`src/rtl/tower_pkg.sv`:
```
// Shared types and constants for tower blocks: state encoding, coordinate widths, location field layout.
// Latency: none (package only).
// Backpressure: none (package only).
package tower_pkg;

  localparam int X_W   = 8;
  localparam int Y_W   = 7;
  localparam int LOC_W = X_W + Y_W;

  // car_location = {x, y}
  localparam int LOC_X_LSB = 7;
  localparam int LOC_X_MSB = 14;
  localparam int LOC_Y_LSB = 0;
  localparam int LOC_Y_MSB = 6;

  typedef enum logic [2:0] {
    S_IDLE      = 3'd0,
    S_ARMED     = 3'd1,
    S_FIRE      = 3'd2,
    S_COOLDOWN  = 3'd3,
    S_DESTROYED = 3'd4
  } tower_state_t;

  // One-hot debug view {DESTROYED, COOLDOWN, FIRE, ARMED}; IDLE shows nothing.
  function automatic logic [3:0] state_leds(tower_state_t s);
    logic [3:0] leds;
    leds = 4'b0000;
    case (s)
      S_ARMED:     leds = 4'b0001;
      S_FIRE:      leds = 4'b0010;
      S_COOLDOWN:  leds = 4'b0100;
      S_DESTROYED: leds = 4'b1000;
      default:     leds = 4'b0000;
    endcase
    return leds;
  endfunction

endpackage

```
`src/rtl/tower_range_check.sv`:
```
// Combinational square-range test of a car location against a tower position.
// Latency: zero cycles (pure combinational).
// Backpressure: none; result is valid whenever the inputs are.
module tower_range_check import tower_pkg::*; #(
  parameter int RANGE = 20
) (
  input  logic [LOC_W-1:0] location,
  input  logic [X_W-1:0]   tower_x,
  input  logic [Y_W-1:0]   tower_y,
  output logic             in_range
);

  localparam logic [8:0] RANGE_U = 9'(RANGE);

  logic [X_W-1:0]    car_x;
  logic [Y_W-1:0]    car_y;
  logic signed [8:0] dx;
  logic signed [8:0] dy;
  logic [8:0]        abs_dx;
  logic [8:0]        abs_dy;

  // 9-bit signed differences hold the full +/-255 span, so no wrap-around is possible.
  always_comb begin
    car_x    = location[LOC_X_MSB:LOC_X_LSB];
    car_y    = location[LOC_Y_MSB:LOC_Y_LSB];
    dx       = $signed({1'b0, car_x}) - $signed({1'b0, tower_x});
    dy       = $signed({2'b00, car_y}) - $signed({2'b00, tower_y});
    abs_dx   = dx[8] ? $unsigned(-dx) : $unsigned(dx);
    abs_dy   = dy[8] ? $unsigned(-dy) : $unsigned(dy);
    in_range = (abs_dx <= RANGE_U) && (abs_dy <= RANGE_U);
  end

endmodule

```
`src/rtl/tower_targeting.sv`:
```
// Single tower: fires on in-range car positions, tracks car health, frame-counted cooldown. Optional LEDR debug port under TOWER_LEDR_EN.
// Latency: car_done -> fire 1 cycle; decremented health / car_destroyed 2 cycles; initiate -> armed 1 cycle.
// Backpressure: none; car_done is simply ignored whenever the tower is not armed.
module tower_targeting import tower_pkg::*; #(
  parameter int TOWER_X         = 80,
  parameter int TOWER_Y         = 60,
  parameter int RANGE           = 20,
  parameter int COOLDOWN_FRAMES = 30,
  parameter int CAR_HEALTH      = 5
) (
  input  logic             clk,
  input  logic             resetn,
  input  logic             initiate,
  input  logic             enable_draw,
  input  logic             car_done,
  input  logic [LOC_W-1:0] car_location,
  output logic             car_destroyed,
  output logic             fire,
  output logic [3:0]       hits_remaining
`ifdef TOWER_LEDR_EN
  ,
  output logic [3:0]       LEDR
`endif
);

  localparam logic [X_W-1:0] TX     = X_W'(TOWER_X);
  localparam logic [Y_W-1:0] TY     = Y_W'(TOWER_Y);
  localparam logic [3:0]     HEALTH = 4'(CAR_HEALTH);
  // A zero cooldown still costs one frame.
  localparam int             CD_EFF  = (COOLDOWN_FRAMES < 1) ? 1 : COOLDOWN_FRAMES;
  localparam logic [7:0]     CD_LAST = 8'(CD_EFF - 1);

  tower_state_t state, state_n;
  logic [7:0]   cd_cnt, cd_cnt_n;
  logic [3:0]   hits_n;
  logic         fire_n;
  logic         destroyed_n;
  logic         in_range;

  tower_range_check #(.RANGE(RANGE)) u_range (
    .location (car_location),
    .tower_x  (TX),
    .tower_y  (TY),
    .in_range (in_range)
  );

  // State register.
  always_ff @(posedge clk or negedge resetn) begin
    if (!resetn) state <= S_IDLE;
    else         state <= state_n;
  end

  // Next state and next register values; initiate overrides everything else.
  always_comb begin
    state_n     = state;
    cd_cnt_n    = cd_cnt;
    hits_n      = hits_remaining;
    fire_n      = 1'b0;
    destroyed_n = car_destroyed;
    if (initiate) begin
      state_n     = S_ARMED;
      cd_cnt_n    = 8'd0;
      hits_n      = HEALTH;
      destroyed_n = 1'b0;
    end else begin
      case (state)
        S_ARMED: begin
          if (car_done && in_range) begin
            state_n = S_FIRE;
            fire_n  = 1'b1;
          end
        end
        S_FIRE: begin
          hits_n = (hits_remaining == 4'd0) ? 4'd0 : hits_remaining - 4'd1;
          if (hits_remaining <= 4'd1) begin
            state_n     = S_DESTROYED;
            destroyed_n = 1'b1;
          end else begin
            state_n = S_COOLDOWN;
          end
        end
        S_COOLDOWN: begin
          if (enable_draw) begin
            if (cd_cnt >= CD_LAST) begin
              state_n  = S_ARMED;
              cd_cnt_n = 8'd0;
            end else begin
              cd_cnt_n = cd_cnt + 8'd1;
            end
          end
        end
        S_DESTROYED: destroyed_n = 1'b1;
        default: ;
      endcase
    end
  end

  // Registered outputs and cooldown counter.
  always_ff @(posedge clk or negedge resetn) begin
    if (!resetn) begin
      fire           <= 1'b0;
      car_destroyed  <= 1'b0;
      hits_remaining <= 4'd0;
      cd_cnt         <= 8'd0;
`ifdef TOWER_LEDR_EN
      LEDR           <= 4'd0;
`endif
    end else begin
      fire           <= fire_n;
      car_destroyed  <= destroyed_n;
      hits_remaining <= hits_n;
      cd_cnt         <= cd_cnt_n;
`ifdef TOWER_LEDR_EN
      LEDR           <= state_leds(state_n);
`endif
    end
  end

endmodule

```
`config.mk`:
```
export PLATFORM = sky130hd
export DESIGN_NAME = tower_targeting
export DESIGN_NICKNAME = d
export VERILOG_FILES = /design/src/rtl/tower_pkg.sv /design/src/rtl/tower_range_check.sv /design/src/rtl/tower_targeting.sv
export SDC_FILE = /design/constraint.sdc
export NUM_CORES = 1
export LEC_CHECK = 0
export ABC_AREA = 1
export BUFFER_PORTS_ARGS = -buffer_cell sky130_fd_sc_hd__buf_4
export CORE_MARGIN = 2
export CORE_UTILIZATION = 35
export CTS_CLUSTER_SIZE = 25
export DETAILED_ROUTE_END_ITERATION = 10
export HOLD_SLACK_MARGIN = 0.15
export PLACE_DENSITY_LB_ADDON = 0.15
export RECOVER_POWER = 25
export SLEW_MARGIN = 20
export SYNTH_ARGS = -nofsm -noshare
export SYNTH_HDL_FRONTEND = slang
export SYNTH_SLANG_ARGS = --single-unit
```
`constraint.sdc`:
```
create_clock -name clk -period 1.6 [get_ports clk]
set_input_delay 0.24 -clock clk [delete_from_list [all_inputs] [get_ports clk]]
set_output_delay 0.24 -clock clk [all_outputs]
set_load 0.02 [all_outputs]
```
==> Word-level counts from Yosys, hierarchy flattened <==
Index checks and enable logic that the tools add are counted.
{ "op_classes": {"add_sub_neg": 6, "magnitude_cmp": 4, "eq_ne": 8, "mux": 21, "n_reduce_logical": 11} }
{ "ops": {"columns": ["op", "n"], "rows": [
  ["8-bit 2-to-1 mux", 4],
  ["9-bit by 5-bit <= comparator with 1-bit output, second input constant", 2],
  ["9-bit 2-to-1 mux", 2],
  ["9-bit negation", 2],
  ["3-bit 2-to-1 mux", 5],
  ["4-bit 2-to-1 mux", 3],
  ["3-bit inequality test, second input constant", 4],
  ["3-bit case mux with 3 select lines", 1],
  ["8-bit by 7-bit subtractor with 9-bit output, second input constant", 1],
  ["8-bit by 1-bit adder with 8-bit output, second input constant", 1],
  ["8-bit by 5-bit greater-or-equal comparator with 1-bit output, second input constant", 1],
  ["7-bit by 6-bit subtractor with 8-bit output, second input constant", 1],
  ["3-bit by 2-bit equality test with 1-bit output, second input constant", 2],
  ["2-bit nonzero test", 3],
  ["1-bit 2-to-1 mux", 5],
  ["4-bit by 1-bit <= comparator with 1-bit output, second input constant", 1],
  ["4-bit logical NOT", 1],
  ["2-bit AND reduction", 2],
  ["4-bit AND reduction", 1],
  ["4-bit nonzero test", 1],
  ["4-bit by 1-bit subtractor with 4-bit output, second input constant", 1],
  ["3-bit by 1-bit equality test with 1-bit output, second input constant", 1],
  ["3-bit equality test, second input constant", 1],
  ["3-bit nonzero test", 1],
  ["other kinds (2)", 3]
]} }
{ "totals": {"regBits": 17, "out_inout_bits": 6, "wordCells": 55} }

==> Logic depth before layout (Yosys ltp) <==
Gate-level depths: netlist of run 1.
{ "logic_depth": {"word_depth": 9, "depth_mapped": 14} }

==> By module <==
A second synthesis of run 1 with hierarchy kept.
{ "unflattened": {"hier_cells": 355, "area_unflattened_um2": 2145.8} }
{ "modules_own_cells": {"columns": ["mod", "n_inst", "cells_each", "area_each_um2"], "rows": [
  ["tower_range_check", 1, 228, 1186.1],
  ["tower_targeting", 1, 127, 959.7]
]} }

==> Worst setup path after synthesis of run 1 <==
No wires, ideal clock.
{ "synth_path": {"path_kind": "input port to flip-flop", "from": "input port car_location[2]", "to": "register state[2]", "arrival_ns": 1.380, "required_time_ns": 1.483, "setup_slack_ns": 0.104, "path_stages": 13, "n_path_buf": 0, "path_cell_list": "ha_1 > nor2_1 > nand2_1 > nor2_4 > nand3_2 > o21ai_1 > nand2_1 > nand2_1 > nand3_2 > nand2_2 > nand2_2 > nand2_1 > nand2_1"} }
{ "synth_between": {"elab_chain_cells": 8} }
{ "synth_lines": {"columns": ["item", "line_no", "source"], "rows": [
  ["start: declaration", "tower_targeting.sv:16", "input logic [LOC_W-1:0] car_location,"],
  ["7-bit by 6-bit subtractor with 8-bit output *", "tower_range_check.sv:27", "dy = $signed({2'b00, car_y}) - $signed({2'b00, tower_y});"],
  ["9-bit negation", "tower_range_check.sv:29", "abs_dy = dy[8] ? $unsigned(-dy) : $unsigned(dy);"],
  ["9-bit 2-to-1 mux *", "tower_range_check.sv:29", null],
  ["9-bit by 5-bit <= comparator with 1-bit output *", "tower_range_check.sv:30", "in_range = (abs_dx <= RANGE_U) && (abs_dy <= RANGE_U);"],
  ["1-bit logical AND *", "tower_range_check.sv:30", null],
  ["1-bit logical AND *", "tower_targeting.sv:68", "if (car_done && in_range) begin"],
  ["3-bit inequality test (no line) *", null, null],
  ["4-bit AND reduction (no line) *", null, null],
  ["end signal: assignment", "tower_targeting.sv:50", "else state <= state_n;"],
  ["end: declaration", "tower_targeting.sv:33", "tower_state_t state, state_n;"]
]} }
Every way passes the cells marked *; elsewhere a longest branch is shown, timed or not.
A chain may end at the register's enable or synchronous reset.

==> Worst setup path in the final report of run 1 <==
Same ends and word-level chain as after synthesis.

==> results.tsv, run 1 <==
metric	value	unit
HP Class	in2reg	
mean area per synthesized cell	7.08	um^2
clock latency on the worst-skew pair	0.25	ns
starting density of the core	36.9	%
slowest stage delay, CP	0.33	ns
Die X	66.6	um
crit path cell chain	buf_4, ha_1, nor2_2, nand2_1, nor2_4, nand3_2, o21ai_1, nand2_1, nand2_1, nand3_2, nand2_2, nand2_2, nand2_1, nand2_1	
Synth Instances	194	
Final Slew Violations	0	
post-DR vias/cell	4.64	
cell family with the largest share of critical-path delay	simple AND/OR/NAND/NOR gates	
max-cap viol count	0	
die height	66.6	um
All-Layer GR Usage	14.6	%
die area	4440	um^2
router iterations before antenna repair	4	
share of post-route cells with drive strength above 1	32.9	%
clock root cell	clkbuf_8	
Max-Slew Margin vs Limit	38.5	%
Area Overhead vs Synth	31.4	%
Routed WL	2.90	mm
setup_tns	0	ns
outcome	completed	
CP Launch Type	input pin	
final clock period utilization by the worst path	93.1	%
largest net degree at the start of global routing	18	
Yosys reg bits	17	
Leakage Power	0.912	nW
Routed wire per std cell	10.1	um
slowest CP cell	ha_1	
number of I/O port buffers	25	
Num Clock Sinks	17	
CP required	1.75	ns
H-Tree Depth	1	
Final nets	268	
Max Fclk	0.671	GHz
Crit. End Element	flop	
CTS max path bufs	2	
row count	22	
CTS Buf Count	3	
# fillers	391	
antenna violations before repair	0	
sequential-to-total area share from yosys stat	31.0	%
DRT iter0 DRCs	38	
Post-Place Setup Slack	-0.151	ns
Final Hold Viols	0	
Synth Cell Area	1370	um^2
most frequent cells in the layout	40 x buf_4, 35 x nand2_1, 28 x inv_1	
Reg clk slew, reported paths	0.07	ns
VDD IR max	0.000329	V
yosys synthesis warning count	0	
GR Overflow Total	0	
commonest non-fill, non-tap cell in the layout	buf_4	
setup ws final	0.110	ns
Final ANT Viol Nets	0	
vias in the first global route	1224	
gpl congestion	0.784	
core area	3720	um^2
final setup fails	0	
hpwl dp	2.33	mm
CP max FO	5	
Slew @ Worst Pin	0.922	ns
RSZ-0062 raised after global routing	true	
distinct cell type count after synthesis	29	
DR DRC count	0	
WP buf/inv	1	
Mapped Nets	221	
Power Dens Cells	962	nW/um^2
minimum clock period	1.49	ns
CP arrival	1.64	ns
first-pass GRT wire length	5.02	mm
Core Util, Final	48.6	%
vias	1337	
CP most frequent cell	nand2_1	
ant diodes	0	
Crit Path Class	in2reg	
CTS tree	yes	
final clock skew	0.00263	ns
I/O pin cnt	26	
-- Yosys cell counts --
cell type / instances / area [um^2]
nor3b_1: 2 / 15.0
o21bai_1: 1 / 7.51
nor2_1: 18 / 67.6
inv_2: 7 / 26.3
dfrtp_1: 17 / 425
a211oi_1: 1 / 7.51
nand3_1: 20 / 100
a21oi_2: 2 / 17.5
nand2_1: 35 / 131
o21ai_1: 4 / 20.0
a31oi_1: 3 / 18.8
nand2_4: 2 / 22.5
or2_2: 1 / 6.26
a311oi_1: 1 / 8.76
nor3_1: 3 / 15.0
o21ai_2: 2 / 17.5
xnor2_1: 1 / 8.76
a21oi_1: 8 / 40.0
ha_1: 7 / 87.6
a21oi_4: 1 / 16.3
inv_1: 30 / 113
nand3_2: 3 / 30.0
nand4_1: 4 / 25.0
o21ai_0: 5 / 25.0
nor2_2: 3 / 18.8
o211ai_1: 3 / 22.5
nand2_2: 6 / 37.5
nor2_4: 3 / 33.8
a21boi_0: 1 / 7.51
-- worst reg2reg max path, cell delays in order, from the launching register on --
cell	delay, ns
dfrtp_1	0.34
inv_1	0.07
ha_2	0.17
nor3_2	0.16
nor2_1	0.05
o211ai_1	0.09
inv_2	0.11
a21oi_4	0.18
nand2_2	0.08
nand2_1	0.07
nand2_1	0.05
-- routing by layer --
layer / global-route usage (%) / wire length, um / part of all wire [%]
met1: 17.3 / 1340 / 46
met2: 25.8 / 1450 / 50
met3: 1.52 / 80 / 2.8
met4: 7.40 / 30 / 1.0
met5: 0 / 0 / 0
-- timing repair --
item	CTS	global route
hold endpoints to repair	17	0
hold buffers	1	0
setup buffers	0	4
setup endpoints to repair	0	6
resized for setup	0	6
-- final timing paths --
path | from | end | slack, ns | depth (start not counted)
setup / recovery | car_location[2] | state[2] | 0.11 | 14
hold / removal | initiate | hits_remaining[3] | 0.22 | 2
setup reg to reg | cd_cnt[1] | state[2] | 0.13 | 10
hold reg to reg | cd_cnt[7] | cd_cnt[7] | 0.51 | 2
max in group asynchronous | resetn | cd_cnt[5] | 0.40 | 2
min in group asynchronous | resetn | hits_remaining[3] | 0.64 | 2
-- stage by stage --
step / std cells / power, mW / cell area, um^2 / hold WS [ns]
2_1_floorplan: 194 / 1.12 / 1370 / -0.0556
3_3_place_gp: 279 / 1.37 / 1710 / 0.118
3_5_place_dp: 279 / 1.38 / 1710 / 0.120
4_1_cts: 284 / 1.72 / 1770 / 0.212
5_1_grt: 288 / 1.90 / 1800 / 0.231
6_report: 288 / 1.74 / 1800 / 0.219
-- flip-flops by register name, indices dropped and copies added, names as in the netlist --
| signal | count |
|---|---|
| car_destroyed | 1 |
| cd_cnt | 8 |
| state | 3 |
| fire | 1 |
| hits_remaining | 4 |
-- kinds of logic (layout without fill, tap and decap cells) --
logic type / count (synthesis) / in the layout / synth area share (%)
flops: 17 / 17 / 31.0
fa+ha+maj: 7 / 7 / 6.38
compound gates: 32 / 32 / 15.2
buf+inv: 37 / 83 / 10.1
simple gates: 100 / 100 / 36.6
xor+xnor: 1 / 1 / 0.638
-- power breakdown --
part           switching [mW]  internal [mW]
Combinational           0.464          0.354
Clock                   0.150          0.177
Sequential             0.0803          0.511
-- layout make-up --
| cell class | count | area (um^2) | area share (%) |
|---|---|---|---|
| tap | 48 | 60.1 | 3.33 |
| clock buffer | 4 | 45.0 | 2.50 |
| inverter | 37 | 139 | 7.70 |
| timing repair buffer | 42 | 314 | 17.4 |
| multi-input combinational | 140 | 821 | 45.5 |
| sequential | 17 | 425 | 23.6 |
(Power assumes the default switching activity.)
==> inputs of run 2 (changes only) <==
--- a/config.mk
+++ b/config.mk
@@ -8,10 +8,11 @@
 export ABC_AREA = 1
 export BUFFER_PORTS_ARGS = -buffer_cell sky130_fd_sc_hd__buf_4
 export CORE_MARGIN = 2
-export CORE_UTILIZATION = 35
+export CORE_UTILIZATION = 45
 export CTS_CLUSTER_SIZE = 25
 export DETAILED_ROUTE_END_ITERATION = 10
 export HOLD_SLACK_MARGIN = 0.15
+export MAX_ROUTING_LAYER = met4
 export PLACE_DENSITY_LB_ADDON = 0.15
 export RECOVER_POWER = 25
 export SLEW_MARGIN = 20
==> results.tsv, run 2 (synthesis results as in run 1) <==
metric	value	unit
sw power	0.669	mW
Internal	0.943	mW
row count	20	
area occupied by multi-input gates	818	um^2
vias in the first global route	1312	
ant diodes	0	
max-cap viol count	0	
minimum clock period	1.53	ns
CP required	1.79	ns
Top Registers	cd_cnt x8, hits_remaining x4, state x3	
RSZ-0062 raised after global routing	true	
Register Area	425	um^2
Post-Place Setup Slack	-0.186	ns
final clock skew	0.00138	ns
WP buf/inv	2	
I/O pin cnt	26	
All-Layer GR Usage	18.2	%
antenna violations before repair	0	
Leakage Power	0.889	nW
commonest non-fill, non-tap cell in the layout	buf_4	
gpl congestion	0.765	
share of post-route cells with drive strength above 1	31.8	%
Area Overhead vs Synth	26.4	%
number of I/O port buffers	25	
hpwl dp	2.30	mm
CTS max path bufs	2	
vias	1390	
starting density of the core	46.1	%
crit path cell chain	inv_1, ha_2, nor3_2, nor2_1, o211ai_1, inv_2, a21oi_4, nand2_2, nand2_1, nand2_1	
Finished Layout Cells	269	
slowest stage delay, CP	0.36	ns
DR DRC count	0	
first-pass GRT wire length	4.84	mm
final clock period utilization by the worst path	95.7	%
most frequent cells in the layout	36 x buf_4, 34 x nand2_1, 28 x inv_1	
Largest Register	cd_cnt	
Max-Slew Margin vs Limit	41.4	%
Slew @ Worst Pin	0.879	ns
Comb pwr share	49.8	%
CTS tree	yes	
GR Overflow Total	0	
CP arrival	1.72	ns
VDD IR max	0.000281	V
Crit. End Element	flop	
Crit Path Class	reg2reg	
CTS Buf Count	3	
router iterations before antenna repair	5	
setup ws final	0.0692	ns
final setup fails	0	
sw frac	41.5	%
post-placement cell count	263	
die area	3510	um^2
Max Fclk	0.653	GHz
CP max FO	5	
Final nets	264	
CP most frequent cell	nand2_1	
Routed wire per std cell	10.2	um
Reg clk slew, reported paths	0.09	ns
CP Launch Type	flop	
Final Slew Violations	0	
# fillers	278	
Clock Power Share	13.8	%
clock root cell	clkbuf_4	
sequential share of power	36.4	%
die height	59.2	um
Num Clock Sinks	17	
post-DR vias/cell	5.17	
Final Hold Viols	0	
max FFs per register	8	
HP Class	in2reg	
slowest CP cell	dfrtp_1	
clock latency on the worst-skew pair	0.28	ns
Routed WL	2.76	mm
WHS	0.181	ns
H-Tree Depth	1	
Power Dens Cells	929	nW/um^2
core area	2980	um^2
Die X	59.2	um
cell family with the largest share of critical-path delay	simple AND/OR/NAND/NOR gates	
largest net degree at the start of global routing	18	
Final ANT Viol Nets	0	
DRT iter0 DRCs	31	
outcome	completed	
-- run 2: cell types whose count changed in the layout (fill, tap and decap cells not counted), moves of 2 or more --
cell and delta:
clkbuf_4 +3, buf_4 -4, nor2_1 +2, nor2_2 -2, clkbuf_8 -3
-- run 2: area by class of cell --
class                   instances  share of cell area (%)
well taps                      33                    2.38
flip-flops and latches         17                    24.5
inverters                      37                    8.00
multi-input cells             140                    47.2
clock buffers                   3                    1.30
clock inverters                 1                   0.288
repair buffers                 38                    16.4
-- run 2: metrics by stage --
stage	total power, mW	TNS (ns)	instance area, um^2	util, %
after floorplan	1.12	0	1370	-
after global placement	1.35	-0.339	1680	56.6
after detailed placement	1.39	-0.619	1680	56.6
after CTS	1.62	0	1720	57.8
after global routing	1.77	-0.136	1740	58.3
final	1.61	0	1740	58.3
-- run 2: final timing paths --
path | start | to | slack, ns | cells past startpoint
setup reg to reg | cd_cnt[0] | state[0] | 0.07 | 10
hold reg to reg | cd_cnt[6] | cd_cnt[6] | 0.50 | 2
setup / recovery | cd_cnt[0] | state[0] | 0.07 | 10
min in group asynchronous | resetn | hits_remaining[3] | 0.58 | 2
max in group asynchronous | resetn | cd_cnt[4] | 0.49 | 2
hold / removal | initiate | hits_remaining[3] | 0.18 | 2
-- run 2: routing by layer --
| metal | GRT usage (%) | share of wire (%) |
|---|---|---|
| met2 | 35.5 | 54 |
| met1 | 18.0 | 40 |
| met4 | 6.82 | 1.7 |
| met3 | 1.97 | 3.3 |
| met5 | - | 0 |
-- run 2: repair_timing --
| item | in CTS | in global routing |
|---|---|---|
| hold buffers | 1 | 0 |
| endpoints found under the hold margin | 17 | 0 |
| gates resized for setup | 0 | 5 |
| setup buffers | 0 | 1 |
| setup endpoints to repair | 0 | 6 |
-- run 2: power by group through the flow --
stage / registers, mW / clock network, mW / logic [mW]
after floorplan: 0.605 / 0 / 0.512
after global placement: 0.591 / 0 / 0.757
after detailed placement: 0.593 / 0 / 0.798
after CTS: 0.585 / 0.234 / 0.803
after global routing: 0.597 / 0.256 / 0.915
final: 0.586 / 0.222 / 0.803
==> inputs of run 3 (changes only) <==
--- a/config.mk
+++ b/config.mk
@@ -14,7 +14,7 @@
 export HOLD_SLACK_MARGIN = 0.15
 export MAX_ROUTING_LAYER = met4
 export PLACE_DENSITY_LB_ADDON = 0.15
-export RECOVER_POWER = 25
+export RECOVER_POWER = 50
 export SLEW_MARGIN = 20
 export SYNTH_ARGS = -nofsm -noshare
 export SYNTH_HDL_FRONTEND = slang
==> results.tsv, run 3 (synthesis results as in run 1) <==
metric	value	unit
Leakage Power	0.885	nW
H-Tree Depth	1	
DR DRC count	0	
Reg2Reg Launch Point	cd_cnt[0]	
Slew @ Worst Pin	0.877	ns
first-pass GRT wire length	4.84	mm
Core Util, Final	58.2	%
Final ANT Viol Nets	0	
post-placement cell count	263	
cell family with the largest share of critical-path delay	simple AND/OR/NAND/NOR gates	
max-cap viol count	0	
cell depth of the worst setup path	10	
RSZ-0062 raised after global routing	true	
Hold Path Depth	2	
DRT iter0 DRCs	31	
post-route cell area	1730	um^2
setup_tns	0	ns
Critical Path Source	cd_cnt[0]	
CTS Buf Count	3	
I/O pin cnt	26	
Top Registers	cd_cnt x8, hits_remaining x4, state x3	
VDD IR max	0.000281	V
ant diodes	0	
die height	59.2	um
HP Class	in2reg	
core area	2980	um^2
GR Overflow Total	0	
vias	1392	
clock latency on the worst-skew pair	0.28	ns
post-DR vias/cell	5.17	
CP arrival	1.72	ns
Final Slew Violations	0	
final setup fails	0	
largest net degree at the start of global routing	18	
commonest non-fill, non-tap cell in the layout	buf_4	
final clock period utilization by the worst path	95.6	%
CP max FO	5	
minimum clock period	1.53	ns
Largest Register	cd_cnt	
Final Hold Viols	0	
Max Fclk	0.654	GHz
CTS tree	yes	
Num Clock Sinks	17	
Worst Reg-to-Reg Cells	10	
Finished Layout Cells	269	
Reg clk slew, reported paths	0.09	ns
Area after DPL	1680	um^2
WP buf/inv	2	
router iterations before antenna repair	5	
starting density of the core	46.1	%
slowest CP cell	dfrtp_1	
Area Overhead vs Synth	26.2	%
Post-Place Setup Slack	-0.186	ns
number of I/O port buffers	25	
CTS max path bufs	2	
crit path cell chain	inv_1, ha_2, nor3_2, nor2_1, o211ai_1, inv_2, a21oi_4, nand2_2, nand2_1, nand2_1	
All-Layer GR Usage	18.2	%
most frequent cells in the layout	35 x buf_4, 34 x nand2_1, 28 x inv_1	
die area	3510	um^2
setup ws final	0.0707	ns
Crit. End Element	flop	
gpl congestion	0.765	
final clock skew	0.00120	ns
antenna violations before repair	0	
Routed WL	2.76	mm
Final nets	264	
vias in the first global route	1312	
CP most frequent cell	nand2_1	
Power Dens Cells	931	nW/um^2
clock root cell	clkbuf_4	
outcome	completed	
hpwl dp	2.30	mm
Total Power	1.61	mW
Max-Slew Margin vs Limit	41.5	%
slowest stage delay, CP	0.36	ns
row count	20	
CP Launch Type	flop	
max FFs per register	8	
CP required	1.79	ns
hold_sp	initiate	
WHS	0.182	ns
Routed wire per std cell	10.3	um
share of post-route cells with drive strength above 1	31.4	%
Crit Path Class	reg2reg	
Die X	59.2	um
## run 3: repair_timing
item	4_1_cts	5_1_grt
gates resized for setup	0	5
hold buffers	1	0
hold endpoints to repair	17	0
setup endpoints to repair	0	6
buffers inserted	0	1
## run 3: worst reg2reg max path, cell delays in order, from the launching register on
cell,delay [ns]
dfrtp_1,0.36
inv_1,0.07
ha_2,0.18
nor3_2,0.18
nor2_1,0.06
o211ai_1,0.09
inv_2,0.10
a21oi_4,0.18
nand2_2,0.09
nand2_1,0.07
nand2_1,0.05
## run 3: path summary, 6_finish.rpt
path,to,slack (ns)
worst max register to register,state[0],0.07
worst min register to register,cd_cnt[6],0.50
max in group asynchronous,cd_cnt[4],0.49
worst max-delay path,state[0],0.07
min in group asynchronous,hits_remaining[3],0.58
worst min-delay path,hits_remaining[3],0.18
## run 3: final cells by class
| cell class | instances | area (um^2) |
|---|---|---|
| timing repair buffer | 38 | 280 |
| clock inverter | 1 | 5.00 |
| multi-input combinational | 140 | 818 |
| clock buffer | 3 | 22.5 |
| fill | 280 | 1250 |
| sequential | 17 | 425 |
| inverter | 37 | 139 |
| tap | 33 | 41.3 |
## run 3: per-layer routing
metal,part of all wire [%],up-vias,GRT usage [%]
met4,1.7,0,6.82
met1,40,640,18.0
met2,54,32,35.5
li1,-,715,-
met5,0,-,-
met3,3.3,5,1.97
## run 3: where the power goes
| part | internal, mW | switching, mW | total, mW |
|---|---|---|---|
| clock | 0.0928 | 0.129 | 0.222 |
| combinational | 0.340 | 0.463 | 0.803 |
| sequential | 0.510 | 0.0763 | 0.586 |
| total | 0.943 | 0.669 | 1.61 |
